<file path="src/rtl/mem_port_arbiter_pkg.sv">
// Shared definitions for the main-memory port arbiter: FSM state encodings and
// grant identities, also used by the cache controllers.
package mem_port_arbiter_pkg;

    localparam int unsigned BURST_LEN_DEFAULT = 4;

    typedef enum logic [1:0] {
        ST_IDLE    = 2'd0,
        ST_BURST_I = 2'd1,
        ST_BURST_D = 2'd2
    } arb_state_e;

    typedef enum logic {
        GNT_I = 1'b0,
        GNT_D = 1'b1
    } gnt_e;

endpackage

</file>
<file path="src/rtl/mem_port_arbiter_burst_addr_gen.sv">
// Beat counter and word-address generator for one cache-line burst.
// The beat index wraps inside the line, so the base is never carried into.
module burst_addr_gen #(
    parameter int unsigned BURST_LEN = 4
) (
    input  logic                         clk,
    input  logic                         rst_n,
    input  logic                         load,
    input  logic                         advance,
    input  logic [31:0]                  base_in,
    output logic [$clog2(BURST_LEN)-1:0] beat,
    output logic [31:0]                  addr,
    output logic                         last
);
    localparam int unsigned BEAT_W = $clog2(BURST_LEN);
    localparam int unsigned LINE_LSB = 2 + BEAT_W;

    logic [31-LINE_LSB:0] base_q, base_d;
    logic [BEAT_W-1:0]    beat_q, beat_d;
    logic                 unused_base_bits;

    assign unused_base_bits = ^base_in[LINE_LSB-1:0];

    always_comb begin
        // NOTE: defaults first, so every path assigns every signal and no latch is inferred.
        base_d = base_q;
        beat_d = beat_q;
        if (load) begin
            base_d = base_in[31:LINE_LSB];
            beat_d = '0;
        end else if (advance) begin
            beat_d = beat_q + 1'b1;
        end
    end

    always_ff @(posedge clk or negedge rst_n) begin
        // NOTE: non-blocking assignments, so all flops update together on the edge.
        if (!rst_n) begin
            base_q <= '0;
            beat_q <= '0;
        end else begin
            base_q <= base_d;
            beat_q <= beat_d;
        end
    end

    assign beat = beat_q;
    assign last = &beat_q;
    assign addr = {base_q, beat_q, 2'b00};

endmodule

</file>
<file path="src/rtl/mem_port_arbiter.sv">
// Round-robin owner of the single main-memory port, sequencing I-cache refill
// bursts and D-cache refill/write-back bursts, and producing pipeline stalls.
module mem_port_arbiter
    import mem_port_arbiter_pkg::*;
#(
    parameter int unsigned BURST_LEN = BURST_LEN_DEFAULT
) (
    input  logic                         clk,
    input  logic                         rst_n,
    input  logic                         i_req,
    input  logic [31:0]                  i_addr,
    output logic                         i_rvalid,
    output logic [31:0]                  i_rdata,
    output logic [$clog2(BURST_LEN)-1:0] i_beat,
    output logic                         i_done,
    input  logic                         d_req,
    input  logic                         d_we,
    input  logic [31:0]                  d_addr,
    input  logic [31:0]                  d_wdata,
    output logic                         d_rvalid,
    output logic [31:0]                  d_rdata,
    output logic [$clog2(BURST_LEN)-1:0] d_beat,
    output logic                         d_done,
    output logic                         mem_req,
    output logic                         mem_we,
    output logic [31:0]                  mem_addr,
    output logic [31:0]                  mem_wdata,
    input  logic                         mem_ready,
    input  logic [31:0]                  mem_rdata,
    output logic                         stall_if,
    output logic                         stall_mem
);
    localparam int unsigned BEAT_W = $clog2(BURST_LEN);

    arb_state_e  state_q, state_d;
    gnt_e        last_gnt_q, last_gnt_d;
    logic        we_q, we_d;
    logic        mem_req_q, mem_req_d;
    logic        i_rvalid_q, i_rvalid_d, i_done_q, i_done_d;
    logic        d_rvalid_q, d_rvalid_d, d_done_q, d_done_d;
    logic [31:0] i_rdata_q, i_rdata_d, d_rdata_q, d_rdata_d;

    logic              gen_load, gen_advance, gen_last;
    logic [31:0]       gen_base, gen_addr;
    logic [BEAT_W-1:0] gen_beat;
    logic              i_pending, d_pending, grant_d;

    // A requester only drops its request after seeing done, so the done
    // cycle must not count as a fresh request (this also forces the idle gap).
    assign i_pending = i_req & ~i_done_q;
    assign d_pending = d_req & ~d_done_q;
    assign grant_d   = (i_pending & d_pending) ? (last_gnt_q == GNT_I) : d_pending;
    assign gen_base  = grant_d ? d_addr : i_addr;

    burst_addr_gen #(.BURST_LEN(BURST_LEN)) u_addr_gen (
        .clk     (clk),
        .rst_n   (rst_n),
        .load    (gen_load),
        .advance (gen_advance),
        .base_in (gen_base),
        .beat    (gen_beat),
        .addr    (gen_addr),
        .last    (gen_last)
    );

    always_comb begin
        state_d     = state_q;
        last_gnt_d  = last_gnt_q;
        we_d        = we_q;
        mem_req_d   = mem_req_q;
        i_rvalid_d  = 1'b0;
        i_rdata_d   = '0;
        i_done_d    = 1'b0;
        d_rvalid_d  = 1'b0;
        d_rdata_d   = '0;
        d_done_d    = 1'b0;
        gen_load    = 1'b0;
        gen_advance = 1'b0;
        unique case (state_q)
            ST_IDLE: begin
                if (i_pending | d_pending) begin
                    gen_load   = 1'b1;
                    mem_req_d  = 1'b1;
                    state_d    = grant_d ? ST_BURST_D : ST_BURST_I;
                    last_gnt_d = grant_d ? GNT_D : GNT_I;
                    we_d       = grant_d & d_we;
                end
            end
            ST_BURST_I, ST_BURST_D: begin
                if (mem_ready) begin
                    gen_advance = 1'b1;
                    if (!we_q) begin
                        if (state_q == ST_BURST_I) begin
                            i_rvalid_d = 1'b1;
                            i_rdata_d  = mem_rdata;
                        end else begin
                            d_rvalid_d = 1'b1;
                            d_rdata_d  = mem_rdata;
                        end
                    end
                    if (gen_last) begin
                        state_d   = ST_IDLE;
                        mem_req_d = 1'b0;
                        we_d      = 1'b0;
                        i_done_d  = (state_q == ST_BURST_I);
                        d_done_d  = (state_q == ST_BURST_D);
                    end
                end
            end
            default: state_d = ST_IDLE;
        endcase
    end

    always_ff @(posedge clk or negedge rst_n) begin
        if (!rst_n) begin
            state_q    <= ST_IDLE;
            last_gnt_q <= GNT_I;
            we_q       <= 1'b0;
            mem_req_q  <= 1'b0;
            i_rvalid_q <= 1'b0;
            i_rdata_q  <= '0;
            i_done_q   <= 1'b0;
            d_rvalid_q <= 1'b0;
            d_rdata_q  <= '0;
            d_done_q   <= 1'b0;
        end else begin
            state_q    <= state_d;
            last_gnt_q <= last_gnt_d;
            we_q       <= we_d;
            mem_req_q  <= mem_req_d;
            i_rvalid_q <= i_rvalid_d;
            i_rdata_q  <= i_rdata_d;
            i_done_q   <= i_done_d;
            d_rvalid_q <= d_rvalid_d;
            d_rdata_q  <= d_rdata_d;
            d_done_q   <= d_done_d;
        end
    end

    assign mem_req   = mem_req_q;
    assign mem_we    = we_q;
    assign mem_addr  = mem_req_q ? gen_addr : '0;
    assign mem_wdata = we_q ? d_wdata : '0;

    assign i_rvalid  = i_rvalid_q;
    assign i_rdata   = i_rdata_q;
    assign i_done    = i_done_q;
    assign i_beat    = (state_q == ST_BURST_I) ? gen_beat : '0;
    assign d_rvalid  = d_rvalid_q;
    assign d_rdata   = d_rdata_q;
    assign d_done    = d_done_q;
    assign d_beat    = (state_q == ST_BURST_D) ? gen_beat : '0;

    assign stall_if  = i_pending;
    assign stall_mem = d_pending;

endmodule

</file>
<file path="config.mk">
export PLATFORM = sky130hd
export DESIGN_NAME = mem_port_arbiter
export DESIGN_NICKNAME = d
export VERILOG_FILES = /design/src/rtl/mem_port_arbiter_pkg.sv /design/src/rtl/mem_port_arbiter_burst_addr_gen.sv /design/src/rtl/mem_port_arbiter.sv
export SDC_FILE = /design/constraint.sdc
export NUM_CORES = 1
export LEC_CHECK = 0
export ABC_CLOCK_PERIOD_IN_PS = 4150
export CAP_MARGIN = 20
export CORE_AREA = 2 2 111 113
export DETAILED_ROUTE_END_ITERATION = 6
export DIE_AREA = 0 0 113 115
export PLACE_DENSITY = 0.84
export RECOVER_POWER = 50
export SLEW_MARGIN = 10
export SYNTH_ARGS = -nofsm -noshare
export SYNTH_HDL_FRONTEND = slang
export SYNTH_SLANG_ARGS = --single-unit
</file>
<file path="constraint.sdc">
create_clock -name clk -period 4.15 [get_ports clk]
set_clock_uncertainty 0.2 [all_clocks]
set_input_delay 1.0375 -clock clk [delete_from_list [all_inputs] [get_ports clk]]
set_output_delay 1.0375 -clock clk [all_outputs]
set_load 0.005 [all_outputs]
</file>
==> metrics, run 1 <==
Final Max Tran Viols=44; Worst EP arrival=2.35 ns; DR DRC count=12; final wirelength=~15 mm; CP delay by family, top=buffers and inverters; crit path max fanout=5; # Post-CTS Setup Buffers=0; Mapped Area=0.00487 sq mm; status=finished with violations; grt ovf=0; Tightest Hold Check Type=reg2reg; Tcrit/Tclk final=86.5%; Port-buffer cells=263; R2R Setup Slk=roughly 1.4 ns; Initial DRC Count=about 330; post-cts resize count=0; Synth Flop Type=dfrtp_1; P_leak=3.42 nW; Worst setup EP type=output pin; clk_lat worst skew=0.33 ns; GRT Util Overall=22.8%; CP endpoint=stall_mem; clock network fraction of total power=21.1%; Gate power share=44.1%; dpl cells=807; register area=roughly 0.0026 sq mm; PD cells=about 520 mW/mm^2; critical path launch point=d_req; Vias/cell=5.18; Setup Viol. Count Final=0; R2R depth=6; slowest cell delay on critical path=0.62 ns; hold_buf cts=0; Max IR drop VDD=~280 uV; drt wl/cell=18.5 um; most frequent cells after synthesis=and2_1 (130), dfrtp_1 (103), and3b_1 (29), a2bb2oi_1 (28); cell with the most instances after synthesis=and2_1; die area=0.0130 sq mm; post-route insts no fill=between 800 and 900; Final min period=between 3 and 4 ns; CP Depth=4; #FFs+latches synth=103; Worst slew margin=-63.5%; Yosys top cell by area=dfrtp_1; CTS root buf=clkbuf_16; EDFF count, synth=0; area of the core=~0.012 sq mm; Clock transition at path regs=0.07 ns; Post-DP HPWL=11.1 mm; Reg power frac=34.8%; Pre-Repair DR Iteration Count=7; failing checks=DRC, capacitance limit, slew limit; num rows=40; ranking of synthesized cells by area=dfrtp_1 (53%), and2_1 (17%), and3b_1 (5.2%); Net Sw Power=1.27 mW; # clock sinks=103; routed vias=4260; vias in the first global route=4374; yosys warns=0; Worst R2R Start=state_q[0]$_DFFE_PN0P_; gp weighted congestion=0.793; global-route wire length before repair=23.3 mm; Area growth syn-to-layout=61.1%; Worst EP required=2.91 ns; worst-path cell chain=dlygate4sd3_1 -> nand2b_4 -> inv_2 -> clkdlybuf4s50_1; internal power=2.84 mW; Synth async-reset ratio=100%; Seq/Total Area, Yosys=52.9%; share of cells above drive strength 1=~6.1%; Bufs and invs on worst path=3; height of the die=115 um; Worst path slowest cell=dlygate4sd3_1; Cells after Synth=roughly 430; initial antenna violation count=1; largest net degree at the start of global routing=61; NumNets Final=slightly above 800; Die X=~110 um; ANT nets after route=0; TritonCTS clock tree=yes; area of the multi-input gates=0.00205 sq mm; Yosys cell types=39; Switching Share=30.9%; reg2reg end=d_rdata[10]$_DFF_PN0_; Final Hold Viols=0; synthesized area per cell=11.4 sq um; Worst Max-Slew Pin Slew=2.45 ns; # diodes=0; max-cap viol count=1; CTS Buf Count=9; Initial Util=41.2%; top-area cell type share of the netlist area=between 50% and 60%; Filler Cell Count=900; total negative slack=0 ns; Setup Crit Path Kind=in2out; RSZ-0062 raised after global routing=false; Peak Freq=279 MHz; CTS max path bufs=2; I/O pin count=274; crit start category=input pin; H-tree Lvls=3
==> worst reg2reg max path, delay by kind of cell, from the launching register on <==
family / cells / cell delay, ns
buffers and inverters: 2 / 1.01
AND/OR/NAND/NOR: 3 / 0.67
adder cells (fa/ha/maj): 1 / 0.42
flip-flops: 1 / 0.41
==> layout by cell type, fill, tap and decap left out, types with 2 or more instances in the layout <==
master	netlist	layout
nand2_1	2	3
and2_1	130	109
clkbuf_1	14	3
o21ai_0	19	19
inv_8	0	3
conb_1	1	2
a221oi_2	10	10
clkdlybuf4s50_1	0	240
buf_4	2	7
dfrtp_1	103	103
inv_6	0	2
dlygate4sd3_1	0	22
and2_0	0	21
nor2_1	3	3
and4_1	2	2
a221oi_1	18	18
a21oi_1	2	2
inv_1	3	3
a2bb2oi_1	28	28
clkbuf_16	0	9
ha_1	5	5
inv_2	2	2
and3b_1	29	29
o21ai_1	9	9
a32o_1	3	3
==> per-layer routing <==
layer | track usage, % | vias to the layer above | part of all wire [%]
li1 | - | 1971 | -
met1 | 29.1 | 2094 | 40
met2 | 37.3 | 177 | 49
met3 | 7.80 | 16 | 9.4
met4 | 6.42 | 2 | 1.2
met5 | 0 | - | 0.085
==> worst min path at each step <==
stage | from | end | slack (ns) | cells past startpoint
after floorplan | last_gnt_q$_DFFE_PN0P_ | last_gnt_q$_DFFE_PN0P_ | 0.26 | 1
after global placement | last_gnt_q$_DFFE_PN0P_ | last_gnt_q$_DFFE_PN0P_ | 0.29 | 1
after detailed placement | last_gnt_q$_DFFE_PN0P_ | last_gnt_q$_DFFE_PN0P_ | 0.30 | 1
after CTS | last_gnt_q$_DFFE_PN0P_ | last_gnt_q$_DFFE_PN0P_ | 0.31 | 1
after global routing | last_gnt_q$_DFFE_PN0P_ | last_gnt_q$_DFFE_PN0P_ | 0.34 | 1
final | last_gnt_q$_DFFE_PN0P_ | last_gnt_q$_DFFE_PN0P_ | 0.32 | 1
==> power by group through the flow <==
stage	logic [mW]	registers, mW	clock network (mW)
CTS	1.85	1.43	0.891
floorplan	0.886	1.40	0
global route	1.96	1.47	0.938
finish	1.81	1.43	0.870
detailed placement	1.84	1.45	0
global placement	1.80	1.44	0
==> sequential cells by signal, summed over array words and instances (netlist names) <==
name               count
d_done                 1
i_rdata               32
mem_we                 1
i_done                 1
i_rvalid               1
u_addr_gen.beat        2
mem_req                1
state_q                2
u_addr_gen.base_q     28
last_gnt_q             1
d_rvalid               1
d_rdata               32
==> cell families after synthesis <==
| group | Yosys count | synth area share, % |
|---|---|---|
| adder cells (fa/ha/maj) | 5 | 1.28 |
| AND/OR/NAND/NOR | 175 | 24.3 |
| XOR/XNOR | 1 | 0.180 |
| buffers and inverters | 46 | 4.96 |
| other | 1 | 0.0770 |
| flip-flops | 103 | 52.9 |
| AO/OA/AOI/OAI | 96 | 16.2 |
==> final cells by class <==
cell class	instances	area share, %
flip-flops and latches	103	32.9
repair buffers	273	34.5
inverters	5	0.239
multi-input cells	279	26.1
clock inverters	7	1.10
clock buffers	9	2.87
well taps	147	2.34
==> stage by stage <==
stage | total power, mW | setup slack [ns] | cell area, sq um | hold WS (ns) | util (%)
floorplan | 2.28 | 1.67 | 4870 | 0.265 | -
global placement | 3.23 | 0.652 | 7550 | 0.285 | 63.9
detailed placement | 3.30 | 0.585 | 7550 | 0.303 | 63.9
CTS | 4.18 | 0.638 | 7860 | 0.313 | 66.6
global route | 4.37 | 0.517 | 7850 | 0.335 | 66.4
finish | 4.12 | 0.560 | 7850 | 0.316 | 66.4
No activity file was read; power rests on OpenSTA's default activity.
==> inputs of run 2 (changes only) <==
CTS_BUF_LIST = sky130_fd_sc_hd__clkbuf_16   (was unset)
==> results of run 2 <==
The final DEF is identical to that of run 1; final timing and power are the same.
==> inputs of run 3 (changes only) <==
CORE_AREA = 2 2 91 137   (was 2 2 111 113)
CTS_CLUSTER_SIZE = 20   (was unset)
DIE_AREA = 0 0 93 139   (was 0 0 113 115)
==> metrics, run 3 (same netlist as run 1, synthesis figures left out) <==
CP Depth=4; Initial Util=41.4%; Worst Max-Slew Pin Slew=1.57 ns; most common cell after layout, fill and taps aside=clkdlybuf4s50_1; Worst EP arrival=2.32 ns; failing checks=capacitance limit, slew limit; most frequent cells in the layout=clkdlybuf4s50_1 (258), dfrtp_1 (103), and2_1 (91); vias in the first global route=roughly 4500; # diodes=0; Worst path slowest cell=dlygate4sd3_1; NumNets Final=811; crit path max fanout=5; Final Hold Viols=0; Gate power share=43.7%; Final Max Tran Viols=30; setup ws final=0.593 ns; hold_buf cts=0; global-route wire length before repair=23.4 mm; WHS Path Cells=1; Setup Viol. Count Final=0; Worst EP required=2.91 ns; routed vias=4277; I/O pin count=274; Worst setup EP type=output pin; Net Sw Power=roughly 1.3 mW; internal power=2.86 mW; clock network fraction of total power=a little over a fifth; Post-DP HPWL=10.9 mm; TritonCTS clock tree=yes; CP delay by family, top=buffers and inverters; H-tree Lvls=3; drt wl/cell=18.2 um; share of cells above drive strength 1=6.06%; GRT Util Overall=approximately 23%; slowest cell delay on critical path=0.60 ns; pre-CTS WS=between 0.6 and 0.7 ns; gp weighted congestion=0.772; Tightest Hold Check Type=reg2reg; Max IR drop VDD=328 uV; status=finished with violations; Pwr Total=about 4.1 mW; initial antenna violation count=0; area of the core=around 0.012 sq mm; Peak Freq=281 MHz; PD cells=527 mW/mm^2; # Post-CTS Setup Buffers=0; Pre-Repair DR Iteration Count=5; num rows=49; crit start category=input pin; height of the die=roughly 140 um; die area=0.0129 sq mm; largest net degree at the start of global routing=60; Die X=between 90 and 100 um; Filler Cell Count=914; final wirelength=approximately 15 mm; Final min period=3.56 ns; clk_lat worst skew=0.33 ns; grt ovf=0; Vias/cell=5.15; CTS root buf=clkbuf_16; P_leak=3.34 nW; RSZ-0062 raised after global routing=false; # clock sinks=103; Initial DRC Count=186; Setup Crit Path Kind=in2out; Reg power frac=a little over a third; Tcrit/Tclk final=85.7%; worst-path cell chain=dlygate4sd3_1 -> nand2b_4 -> inv_2 -> clkdlybuf4s50_1; Bufs and invs on worst path=3; post-cts resize count=0; ANT nets after route=0; max-cap viol count=1; Port-buffer cells=between 200 and 300; CTS max path bufs=2; Area growth syn-to-layout=61.3%; Switching Share=a little under a third; R2R depth=6; Worst slew margin=-4.47%; total negative slack=0 ns; CTS Buf Count=9; Clock transition at path regs=0.07 ns; DR DRC count=0
-- run 3: cell types whose count changed in the layout (fill, tap and decap cells not counted), sizes merged --
cell,before,now
buf,8,7
clkbuf,12,14
dlygate4sd3,22,4
clkinv,1,4
inv,10,7
clkdlybuf4s50,240,258
-- run 3: area by class of cell --
class                      count  area [sq um]  area share, %
multi-input combinational    279          2050           26.1
clock buffer                   9           225           2.87
tap                          153           191           2.44
sequential                   103          2580           32.8
inverter                       5          18.8          0.239
timing repair buffer         274          2700           34.3
clock inverter                 7           100           1.27
-- run 3: power by group through the flow --
stage | clock, mW | combinational (mW) | sequential (mW)
after floorplan | 0 | 0.886 | 1.40
after global placement | 0 | 1.80 | 1.44
after detailed placement | 0 | 1.83 | 1.46
after CTS | 0.912 | 1.84 | 1.44
after global routing | 0.950 | 1.96 | 1.47
final | 0.895 | 1.81 | 1.44
-- run 3: through the flow --
step	cell area [sq um]	hold WS, ns	std cells	util, %
global placement	7550	0.289	814	64.2
detailed placement	7550	0.302	814	64.2
CTS	7880	0.312	830	66.9
floorplan	4870	0.265	428	-
finish	7860	0.311	830	66.7
global route	7860	0.345	830	66.7
-- run 3: routing by layer --
layer | GRT usage (%) | share of wire, % | vias to the layer above
li1 | - | - | 1991
met1 | 27.9 | 39 | 2056
met2 | 37.9 | 50 | 206
met3 | 8.70 | 9.4 | 24
met4 | 5.73 | 1.6 | 0
met5 | 0 | 0 | -
-- run 3: final timing paths --
path / end / start / slack (ns)
min in group asynchronous: i_rdata[17]$_DFF_PN0_ / rst_n / 0.78
max in group asynchronous: u_addr_gen.base_q[15]$_DFFE_PN0P_ / rst_n / 0.88
min: last_gnt_q$_DFFE_PN0P_ / last_gnt_q$_DFFE_PN0P_ / 0.31
max reg2reg: d_rdata[17]$_DFF_PN0_ / state_q[0]$_DFFE_PN0P_ / 1.36
min reg2reg: last_gnt_q$_DFFE_PN0P_ / last_gnt_q$_DFFE_PN0P_ / 0.31
max: stall_mem / d_req / 0.59
